`src/rtl/bch15_pkg.sv`:
```
// ----------------------------------------------------------------------------
// bch15_pkg
// Shared constants and types for the BCH(15,7) double-error-correcting decoder:
// code geometry, GF(16) field polynomial (x^4+x+1), generator polynomial,
// sequencer state encoding, the alpha powers used by the serial datapath, and
// a constant GF(16) inverse table.
// ----------------------------------------------------------------------------
package bch15_pkg;

    localparam int          N          = 15;
    localparam int          K          = 7;
    localparam logic [4:0]  FIELD_POLY = 5'b10011;
    localparam logic [8:0]  GEN_POLY   = 9'h1D1;

    typedef logic [3:0] gf16_t;

    localparam gf16_t ALPHA      = 4'h2;   // alpha
    localparam gf16_t ALPHA3     = 4'h8;   // alpha^3
    localparam gf16_t ALPHA_INV  = 4'h9;   // alpha^-1 = alpha^14
    localparam gf16_t ALPHA_INV2 = 4'hD;   // alpha^-2 = alpha^13

    typedef enum logic [2:0] {
        IDLE  = 3'd0,
        SYND  = 3'd1,
        SOLVE = 3'd2,
        CHIEN = 3'd3,
        DONE  = 3'd4
    } state_t;

    // Multiplicative inverse; 0 maps to 0 (never used, S1=0 is handled apart).
    function automatic gf16_t gf16_inv(input gf16_t x);
        case (x)
            4'h1:    gf16_inv = 4'h1;
            4'h2:    gf16_inv = 4'h9;
            4'h3:    gf16_inv = 4'hE;
            4'h4:    gf16_inv = 4'hD;
            4'h5:    gf16_inv = 4'hB;
            4'h6:    gf16_inv = 4'h7;
            4'h7:    gf16_inv = 4'h6;
            4'h8:    gf16_inv = 4'hF;
            4'h9:    gf16_inv = 4'h2;
            4'hA:    gf16_inv = 4'hC;
            4'hB:    gf16_inv = 4'h5;
            4'hC:    gf16_inv = 4'hA;
            4'hD:    gf16_inv = 4'h4;
            4'hE:    gf16_inv = 4'h3;
            4'hF:    gf16_inv = 4'h8;
            default: gf16_inv = 4'h0;
        endcase
    endfunction

endpackage

```
`src/rtl/bch_gf16_mul.sv`:
```
// ----------------------------------------------------------------------------
// bch_gf16_mul
// Combinational GF(16) multiplier over x^4+x+1.
// Ports: a_i, b_i - operands; p_o - product a_i*b_i.
// ----------------------------------------------------------------------------
module bch_gf16_mul
    import bch15_pkg::*;
(
    input  logic [3:0] a_i,
    input  logic [3:0] b_i,
    output logic [3:0] p_o
);

    logic [6:0] prod;

    always_comb begin
        prod = '0;
        // Carry-less product, then fold degrees 6..4 back with the field poly.
        for (int i = 0; i < 4; i++)
            if (b_i[i]) prod = prod ^ ({3'b000, a_i} << i);
        for (int i = 6; i >= 4; i--)
            if (prod[i]) prod = prod ^ (7'(FIELD_POLY) << (i - 4));
        p_o = prod[3:0];
    end

endmodule

```
`src/rtl/bch_dec_seq_ctrl.sv`:
```
// ----------------------------------------------------------------------------
// bch_dec_seq_ctrl
// Multi-cycle BCH(15,7) decoder sequencer: bit-serial syndromes S1/S3,
// single-cycle error-locator solve, serial Chien search with in-place bit
// correction, result held under valid/ready backpressure.
// Ports:
//   clk, rst                 clock, synchronous active-high reset
//   in_valid/in_ready/in_data   received-word handshake (bit i = x^i)
//   out_valid/out_ready         result handshake
//   out_codeword, out_message   corrected word and its [14:8] message bits
//   out_err_cnt, out_uncorr     corrections made / uncorrectable flag
//   corr_cnt, uncorr_cnt        saturating statistics counters
// Optional: BCH_DEC_SEQ_CTRL_FAST_CLEAN_EN - zero-syndrome words skip CHIEN.
// ----------------------------------------------------------------------------
module bch_dec_seq_ctrl
    import bch15_pkg::*;
#(
    parameter int CNT_W = 16
) (
    input  logic             clk,
    input  logic             rst,
    input  logic             in_valid,
    output logic             in_ready,
    input  logic [14:0]      in_data,
    output logic             out_valid,
    input  logic             out_ready,
    output logic [14:0]      out_codeword,
    output logic [6:0]       out_message,
    output logic [1:0]       out_err_cnt,
    output logic             out_uncorr,
    output logic [CNT_W-1:0] corr_cnt,
    output logic [CNT_W-1:0] uncorr_cnt
);

    state_t          state_q, state_d;
    logic [14:0]     rx_q, word_q;
    gf16_t           s1_q, s3_q, t1_q, t2_q;
    logic [3:0]      idx_q;
    logic [1:0]      deg_q, roots_q;
    logic            bad_q;
    logic [CNT_W-1:0] corr_cnt_q, uncorr_cnt_q;

    gf16_t s1a, s3a, s1sq, s1cube, sig2, t1n, t2n, chien_sum;
    logic  r_bit, clean, single;

    bch_gf16_mul u_s1a  (.a_i(s1_q),          .b_i(ALPHA),        .p_o(s1a));
    bch_gf16_mul u_s3a  (.a_i(s3_q),          .b_i(ALPHA3),       .p_o(s3a));
    bch_gf16_mul u_sq   (.a_i(s1_q),          .b_i(s1_q),         .p_o(s1sq));
    bch_gf16_mul u_cube (.a_i(s1sq),          .b_i(s1_q),         .p_o(s1cube));
    bch_gf16_mul u_sig2 (.a_i(s3_q ^ s1cube), .b_i(gf16_inv(s1_q)), .p_o(sig2));
    bch_gf16_mul u_t1   (.a_i(t1_q),          .b_i(ALPHA_INV),    .p_o(t1n));
    bch_gf16_mul u_t2   (.a_i(t2_q),          .b_i(ALPHA_INV2),   .p_o(t2n));

    assign r_bit     = rx_q[idx_q];
    assign clean     = (s1_q == 4'h0) && (s3_q == 4'h0);
    assign single    = (s3_q == s1cube);
    assign chien_sum = 4'h1 ^ t1_q ^ t2_q;

    // State register
    always_ff @(posedge clk) begin
        if (rst) state_q <= IDLE;
        else     state_q <= state_d;
    end

    // Next-state logic
    always_comb begin
        state_d = state_q;
        case (state_q)
            IDLE:  if (in_valid)      state_d = SYND;
            SYND:  if (idx_q == 4'd0) state_d = SOLVE;
`ifdef BCH_DEC_SEQ_CTRL_FAST_CLEAN_EN
            SOLVE: state_d = clean ? DONE : CHIEN;
`else
            SOLVE: state_d = CHIEN;
`endif
            CHIEN: if (idx_q == 4'd14) state_d = DONE;
            DONE:  if (out_ready)      state_d = IDLE;
            default: state_d = IDLE;
        endcase
    end

    // Outputs; everything but the counters reads zero outside DONE.
    always_comb begin
        in_ready     = (state_q == IDLE);
        out_valid    = 1'b0;
        out_codeword = '0;
        out_err_cnt  = '0;
        out_uncorr   = 1'b0;
        if (state_q == DONE) begin
            out_valid = 1'b1;
            if (bad_q || (roots_q != deg_q)) begin
                out_uncorr   = 1'b1;
                out_codeword = rx_q;
            end else begin
                out_codeword = word_q;
                out_err_cnt  = roots_q;
            end
        end
    end

    assign out_message = out_codeword[14:8];
    assign corr_cnt    = corr_cnt_q;
    assign uncorr_cnt  = uncorr_cnt_q;

    // Datapath
    always_ff @(posedge clk) begin
        if (rst) begin
            rx_q         <= '0;
            word_q       <= '0;
            s1_q         <= '0;
            s3_q         <= '0;
            t1_q         <= '0;
            t2_q         <= '0;
            idx_q        <= '0;
            deg_q        <= '0;
            roots_q      <= '0;
            bad_q        <= 1'b0;
            corr_cnt_q   <= '0;
            uncorr_cnt_q <= '0;
        end else begin
            case (state_q)
                IDLE: if (in_valid) begin
                    rx_q    <= in_data;
                    word_q  <= in_data;
                    s1_q    <= '0;
                    s3_q    <= '0;
                    idx_q   <= 4'd14;
                    deg_q   <= '0;
                    roots_q <= '0;
                    bad_q   <= 1'b0;
                end
                SYND: begin
                    // Horner evaluation of r(alpha) and r(alpha^3), MSB first
                    s1_q <= s1a ^ {3'b000, r_bit};
                    s3_q <= s3a ^ {3'b000, r_bit};
                    if (idx_q != 4'd0) idx_q <= idx_q - 4'd1;
                end
                SOLVE: begin
                    idx_q <= 4'd0;
                    t1_q  <= s1_q;
                    t2_q  <= '0;
                    deg_q <= 2'd0;
                    if (s1_q == 4'h0) begin
                        t1_q  <= '0;
                        bad_q <= !clean;   // S3 alone nonzero: >2 errors
                    end else if (single) begin
                        deg_q <= 2'd1;
                    end else begin
                        t2_q  <= sig2;
                        deg_q <= 2'd2;
                    end
                end
                CHIEN: begin
                    // sigma(alpha^-i) == 0 marks bit i as an error location
                    if (chien_sum == 4'h0) begin
                        word_q[idx_q] <= ~word_q[idx_q];
                        roots_q       <= roots_q + 2'd1;
                    end
                    t1_q  <= t1n;
                    t2_q  <= t2n;
                    idx_q <= idx_q + 4'd1;
                end
                DONE: if (out_ready) begin
                    if (out_err_cnt != 2'd0 && corr_cnt_q != '1)
                        corr_cnt_q <= corr_cnt_q + CNT_W'(1);
                    if (out_uncorr && uncorr_cnt_q != '1)
                        uncorr_cnt_q <= uncorr_cnt_q + CNT_W'(1);
                end
                default: ;
            endcase
        end
    end

endmodule

```
`config.mk`:
```
export PLATFORM = sky130hd
export DESIGN_NAME = bch_dec_seq_ctrl
export DESIGN_NICKNAME = d
export VERILOG_FILES = /design/src/rtl/bch15_pkg.sv /design/src/rtl/bch_gf16_mul.sv /design/src/rtl/bch_dec_seq_ctrl.sv
export SDC_FILE = /design/constraint.sdc
export NUM_CORES = 1
export LEC_CHECK = 0
export CORE_MARGIN = 4
export CORE_UTILIZATION = 45
export DETAILED_ROUTE_END_ITERATION = 8
export PLACE_DENSITY = 0.67
export SKIP_LAST_GASP = 1
export SYNTH_ARGS = -nofsm -noshare
export SYNTH_HDL_FRONTEND = slang
export SYNTH_SLANG_ARGS = --single-unit
```
`constraint.sdc`:
```
create_clock -name clk -period 5.7 [get_ports clk]
set_input_delay 1.14 -clock clk [delete_from_list [all_inputs] [get_ports clk]]
set_output_delay 1.14 -clock clk [all_outputs]
set_load 0.05 [all_outputs]
```
==> results of run 1 <==
==> metal layers <==
metal | vias up | GRT usage (%)
li1 | 2607 | -
met1 | 2475 | 24.3
met2 | 118 | 34.9
met3 | 12 | 5.22
met4 | 0 | 5.60
met5 | - | 0
==> flip-flops by register name, summed over array words and instances, names as in the netlist <==
signal      count
t2_q            4
word_q         15
roots_q         2
uncorr_cnt     16
corr_cnt       16
rx_q           15
bad_q           1
s1_q            4
t1_q            4
idx_q           4
deg_q           2
s3_q            4
state_q         3
u_sig2.b_i      4
==> worst max path at each step <==
| stage | start | end | depth (start not counted) |
|---|---|---|---|
| 2_1_floorplan | roots_q[0] | out_message[0] | 8 |
| 3_3_place_gp | state_q[0] | out_err_cnt[1] | 4 |
| 3_5_place_dp | idx_q[1] | u_sig2.b_i[1] | 10 |
| 4_1_cts | state_q[0] | out_err_cnt[1] | 4 |
| 5_1_grt | state_q[0] | out_err_cnt[1] | 4 |
| 6_report | state_q[0] | out_err_cnt[1] | 4 |
==> layout make-up <==
class                           instances  area, um2
Tap cell                              172        215
Inverter                               14       55.1
Clock buffer                            9        225
Timing Repair Buffer                   83        811
Multi-Input combinational cell        567       3610
Fill cell                            1211       5710
Clock inverter                          6        111
Sequential cell                        94       1880
==> cells in the final DEF (no fill, tap or decap), types with 2 or more instances in the layout <==
| cell | count |
|---|---|
| buf_4 | 6 |
| nand2_1 | 94 |
| a31oi_1 | 6 |
| a21oi_1 | 59 |
| o21ai_0 | 24 |
| clkbuf_16 | 9 |
| xnor2_1 | 33 |
| nor2_1 | 100 |
| mux4_2 | 9 |
| a22oi_1 | 4 |
| or3_1 | 9 |
| nand4_1 | 14 |
| nand2b_1 | 10 |
| and2_1 | 5 |
| o211ai_1 | 3 |
| nand3b_1 | 4 |
| mux2i_1 | 33 |
| and3_1 | 7 |
| inv_1 | 13 |
| nand3_1 | 16 |
| mux2_2 | 2 |
| nor4_1 | 3 |
| clkdlybuf4s50_1 | 76 |
| nor4bb_1 | 3 |
| bufinv_16 | 3 |
| nor2b_1 | 5 |
| o31ai_1 | 2 |
| dfxtp_1 | 94 |
| nor3b_1 | 2 |
| a211oi_1 | 21 |
| o31a_1 | 2 |
| xor2_1 | 34 |
| ha_1 | 14 |
| a311oi_1 | 4 |
| o22ai_1 | 7 |
| nor3_1 | 18 |
==> power by group through the flow <==
stage | Sequential, mW | Combinational [mW] | Clock [mW]
after floorplan | 0.747 | 0.374 | 0
after global placement | 0.796 | 0.434 | 0
after detailed placement | 0.798 | 0.443 | 0
after CTS | 0.783 | 0.448 | 0.694
after global routing | 0.795 | 0.492 | 0.717
final | 0.785 | 0.448 | 0.679
==> logic make-up after synthesis <==
group | after synthesis | synth area share [%]
XOR/XNOR | 69 | 11.0
AO/OA/AOI/OAI | 140 | 14.5
adder cells (fa/ha/maj) | 15 | 3.37
flip-flops | 94 | 32.5
multiplexers | 44 | 9.59
buffers and inverters | 66 | 5.27
AND/OR/NAND/NOR | 299 | 23.8
==> per-stage QoR <==
| step | cells | worst slack (ns) | utilization (%) | area (um2) |
|---|---|---|---|---|
| 2_1_floorplan | 727 | 2.03 | - | 5790 |
| 3_3_place_gp | 930 | 2.08 | 52.1 | 6580 |
| 3_5_place_dp | 930 | 1.98 | 52.1 | 6580 |
| 4_1_cts | 945 | 1.61 | 54.8 | 6910 |
| 5_1_grt | 945 | 1.48 | 54.8 | 6910 |
| 6_report | 945 | 1.66 | 54.8 | 6910 |
==> worst max-delay path, cell delays in order (launching register included) <==
cell and delay, ns:
dfxtp_1 0.49, nor2_1 0.24, nand2_1 0.48, nor4_1 0.47, clkdlybuf4s50_1 0.87
==> metrics, run 1 <==
Root Driver clkbuf_16; Reg clk slew, reported paths 0.06 ns; first-pass GRT wire length 24,100 um; # rows 41; number of global-route vias before repair 5,069; met2 wire length 7270 um; Tot Pwr 1.91 mW; share of power burned in registers 41.1%; min-delay worst type reg -> reg; Sw Ratio 31.3%; Highest Clock Rate 248 MHz; largest net degree at the start of global routing 63; RSZ-0062 raised after global routing no; worst-case vdd ir drop 216 uV; PwrDens 277 nW/um2; final worst path period share 70.8%; routed len/inst 15.3 um; die width 121 um; synthesis warning total 0; GPL Wtd Cong 0.871; Nets 803; reg2reg start idx_q[1]; Critical Path RT 4.56 ns; switching power 598 uW; post-synth top area cell dfxtp_1; Residual DRC 0; Synth cell types 56; Critical Path Source Type flop; HPWL Detailed 10,300 um; Mapped Cells 727; DIE AREA 14,800 um2; CTS resizes 0; reg-to-reg endpoint u_sig2.b_i[1]; Setup CP Type reg -> out; Synth async-reset ratio 0%; internal power 1.31 mW; All-Layer GR Usage 20.0%; leakage power 2.48 nW; postcts setup bufs 0; status complete, no violations; Synth top area share 32.5%; clock tree sinks 94; Longest Clk Path Bufs 2; Starting Density 45.9%; sequential share of the synthesized area 32.5%; final antenna-violating net count 0; count leader, synth nor2_1; highest fanout seen on the critical path 20; worst path arrival time 2.90 ns; Comb pwr share 23.4%; hold_buf cts 0; via count 5,212; fin crit period 4.04 ns; max-slew violation count 0; PortBufs 77; hold_ws 0.476 ns; crit path capture type output pin; CTS tree built; clock power share 35.5%; net count after synthesis 761; drt total wl 14,500 um; Pre-antenna DRT Iters 4; hold path start rx_q[1]; starting DRC count in detailed routing 316; routed wl met3 763 um; final clock skew 0.00745 ns; final hold violation count 0; P&R area growth vs syn 19.3%; H-tree levels 3; worst-skew pair later-pin latency 0.35 ns; initial antenna violation count 0; Mapped Avg Cell Area 7.97 um2; WHS Endpoint rx_q[1]; GR Overflow Total 0; synth cell count leaders 101 x nor2_1, 94 x dfxtp_1, 94 x nand2_1; Setup TNS 0 ns; synthesized area 5790 um2; Max-Slew Margin vs Limit 43.7%; num ports 78; Vias/cell 5.52; DIE HEIGHT 121 um; CTS Buf Count 9; R2R Setup Slk 1.95 ns; MaxCap Viol Count 0; top cells by area, synth dfxtp_1 32%, nor2_1 6.5%, nand2_1 6.1%, mux2i_1 5.7%, xor2_1 5.1%; n_diodes 0; top sig layer met4; M1 wire length 6300 um; number of endpoints failing setup at the final stage 0; number of synthesized flops with an enable pin 0; worst hold stages 2; slew at the pin with the worst max-slew slack 0.843 ns; fraction of layout cells with a size suffix above 1 5.56%; Main synth FF type dfxtp_1; Core ar. 12,600 um2; FF+latch count, synth 94; reg2reg path depth 10
(Power assumes the default switching activity.)
==> inputs of run 2 (changes only) <==
==> constraint.sdc (replaced) <==
create_clock -name clk -period 4.03 [get_ports clk]
set_input_delay 0.806 -clock clk [delete_from_list [all_inputs] [get_ports clk]]
set_output_delay 0.806 -clock clk [all_outputs]
set_load 0.05 [all_outputs]
==> run 2 against run 1 <==
Global-route usage up 0.79 points. Die area stayed put. Count of clock-buffer cells in the layout is the same. Sequential cell count unchanged. Combinational power rose by 45%. Non-clock buffer count rose by 6. Utilization rose by 0.069 points. Final area up 0.13%. Sequential power grew 40%. Critical path type is now reg -> reg. Largest cell class unchanged. Highest routed layer unchanged.
==> metrics, run 2 (same netlist as run 1, synthesis figures left out) <==
postcts setup bufs 0 (unchanged); Max-Slew Margin vs Limit 39.4% (-4.3 points); hold_ws 0.479 ns (+0.00347 ns); Reg clk slew, reported paths 0.07 ns (about the same); DIE HEIGHT 121 um (unchanged); worst path arrival time 3.70 ns (+0.80 ns); initial antenna violation count 0 (unchanged); CP most frequent cell mux4_2; fin util 54.8% (+0.069 points); Post-Place Worst Slack 0.588 ns (-1.39 ns); Vias/cell 5.50 (-0.22%); Setup CP Type reg -> reg; number of global-route vias before repair 5,117 (+0.95%); hold path start s3_q[2]; final antenna-violating net count 0 (unchanged); GR Overflow Total 0 (unchanged); Core ar. 12,600 um2 (unchanged); Residual DRC 0 (unchanged); CTS resizes 0 (unchanged); leakage power 2.48 nW (+0.22%); number of endpoints failing setup at the final stage 0 (unchanged); status complete, no violations; H-tree levels 3 (unchanged); Buf/Inv on CP 3 (+2); largest net degree at the start of global routing 88 (+40%); All-Layer GR Usage 20.8% (+0.79 points); PortBufs 77 (unchanged); PwrDens 377 nW/um2 (+36%); critical path cell sequence buf_4 > mux4_2 > mux4_2 > xnor2_1 > nor2_1 > a31oi_1 > nor2_1 > inv_1 > ha_1 > inv_1 > mux4_2; Setup TNS 0 ns (unchanged); crit path capture type flop; final setup margin 0.560 ns (-1.10 ns); P&R area growth vs syn 19.5%; Root Driver clkbuf_16; Critical Path RT 4.26 ns (-0.30 ns); fin crit period 3.47 ns; num ports 78 (unchanged); clock tree sinks 94 (unchanged); RSZ-0062 raised after global routing no; slew at the pin with the worst max-slew slack 0.908 ns (+0.0657 ns); commonest non-fill, non-tap cell in the layout nor2_1; Crit-path slowest cell dfxtp_1; Longest Clk Path Bufs 2 (unchanged); Highest Clock Rate 288 MHz; HPWL Detailed 10,700 um (+3.7%); reg-to-reg endpoint u_sig2.b_i[1]; final worst path period share 86.1%; starting DRC count in detailed routing 410 (+30%); die width 121 um (unchanged); min-delay worst type reg -> reg; worst-case vdd ir drop 212 uV (-1.9%); Nets 809 (+0.75%); first-pass GRT wire length 24,900 um (+3.2%); via count 5,239 (+0.52%); WHS Endpoint s3_q[2]; final hold violation count 0 (unchanged); Pre-antenna DRT Iters 4 (unchanged); # rows 41 (unchanged); Tot Pwr 2.61 mW (+37%); final clock skew 0.00808 ns (+0.000633 ns); n_diodes 0 (unchanged); Critical Path Source Type flop; CP peak stage delay 0.59 ns (-0.28 ns); crit-path leading delay family multiplexers; Starting Density 45.9% (unchanged); max-slew violation count 0 (unchanged); reg2reg start idx_q[0]; CTS tree built; worst-skew pair later-pin latency 0.35 ns (about the same); highest fanout seen on the critical path 14 (-30%); GPL Wtd Cong 0.863 (-0.99%); CTS Buf Count 9 (unchanged); worst hold stages 2 (unchanged); R2R Setup Slk 0.56 ns (-1.39 ns); DIE AREA 14,800 um2 (unchanged); reg2reg path depth 11 (+1); fraction of layout cells with a size suffix above 1 6.41% (+0.85 points); drt total wl 14,800 um (+2.3%); hold_buf cts 0 (unchanged); MaxCap Viol Count 0 (unchanged); most frequent cells in the layout 100 x nor2_1, 94 x nand2_1, 94 x dfxtp_1; routed len/inst 15.6 um (+1.6%)
## run 2: layer usage
metal / wire (um) / track usage (%) / share of wire (%)
met5: 0 / 0 / 0
met4: 349 / 7.00 / 2.4
met3: 712 / 4.76 / 4.8
met2: 7380 / 36.3 / 50
met1: 6360 / 25.2 / 43
## run 2: area by class of cell
cell class	count	area, um2
clock buffer	9	225
clock inverter	7	75.1
timing repair buffer	89	856
sequential	94	1880
multi-input combinational	567	3610
tap	172	215
fill	1197	5700
inverter	14	55.1
## run 2: worst max path at each step
| stage | from | to | cells past startpoint |
|---|---|---|---|
| floorplan | state_q[1] | u_sig2.b_i[1] | 9 |
| global placement | idx_q[0] | u_sig2.b_i[1] | 11 |
| detailed placement | idx_q[0] | u_sig2.b_i[1] | 11 |
| CTS | state_q[0] | out_err_cnt[0] | 6 |
| global route | idx_q[0] | u_sig2.b_i[1] | 11 |
| finish | idx_q[0] | u_sig2.b_i[1] | 11 |
## run 2: report_power, final
group          internal [mW]  total [mW]  switching [mW]
clock network          0.482       0.858           0.376
registers              0.999        1.10           0.105
logic                  0.264       0.649           0.385
## run 2: worst min-delay path: stages (launching register included)
cell and delay [ns]:
dfxtp_1 0.32, nand3_1 0.06, a21oi_1 0.06
## run 2: metrics by stage
step                instances  area (um2)
floorplan                 727        5790
global placement          936        6620
detailed placement        936        6620
CTS                       952        6920
global route              952        6920
finish                    952        6920
==> inputs of run 3 (changes only) <==
--- a/config.mk
+++ b/config.mk
@@ -7,6 +7,7 @@
 export LEC_CHECK = 0
 export CORE_MARGIN = 4
 export CORE_UTILIZATION = 45
+export CTS_CLUSTER_SIZE = 40
 export DETAILED_ROUTE_END_ITERATION = 8
 export PLACE_DENSITY = 0.67
 export SKIP_LAST_GASP = 1
==> results of run 3 <==
Final layout, timing and power as in run 2 (identical DEF).
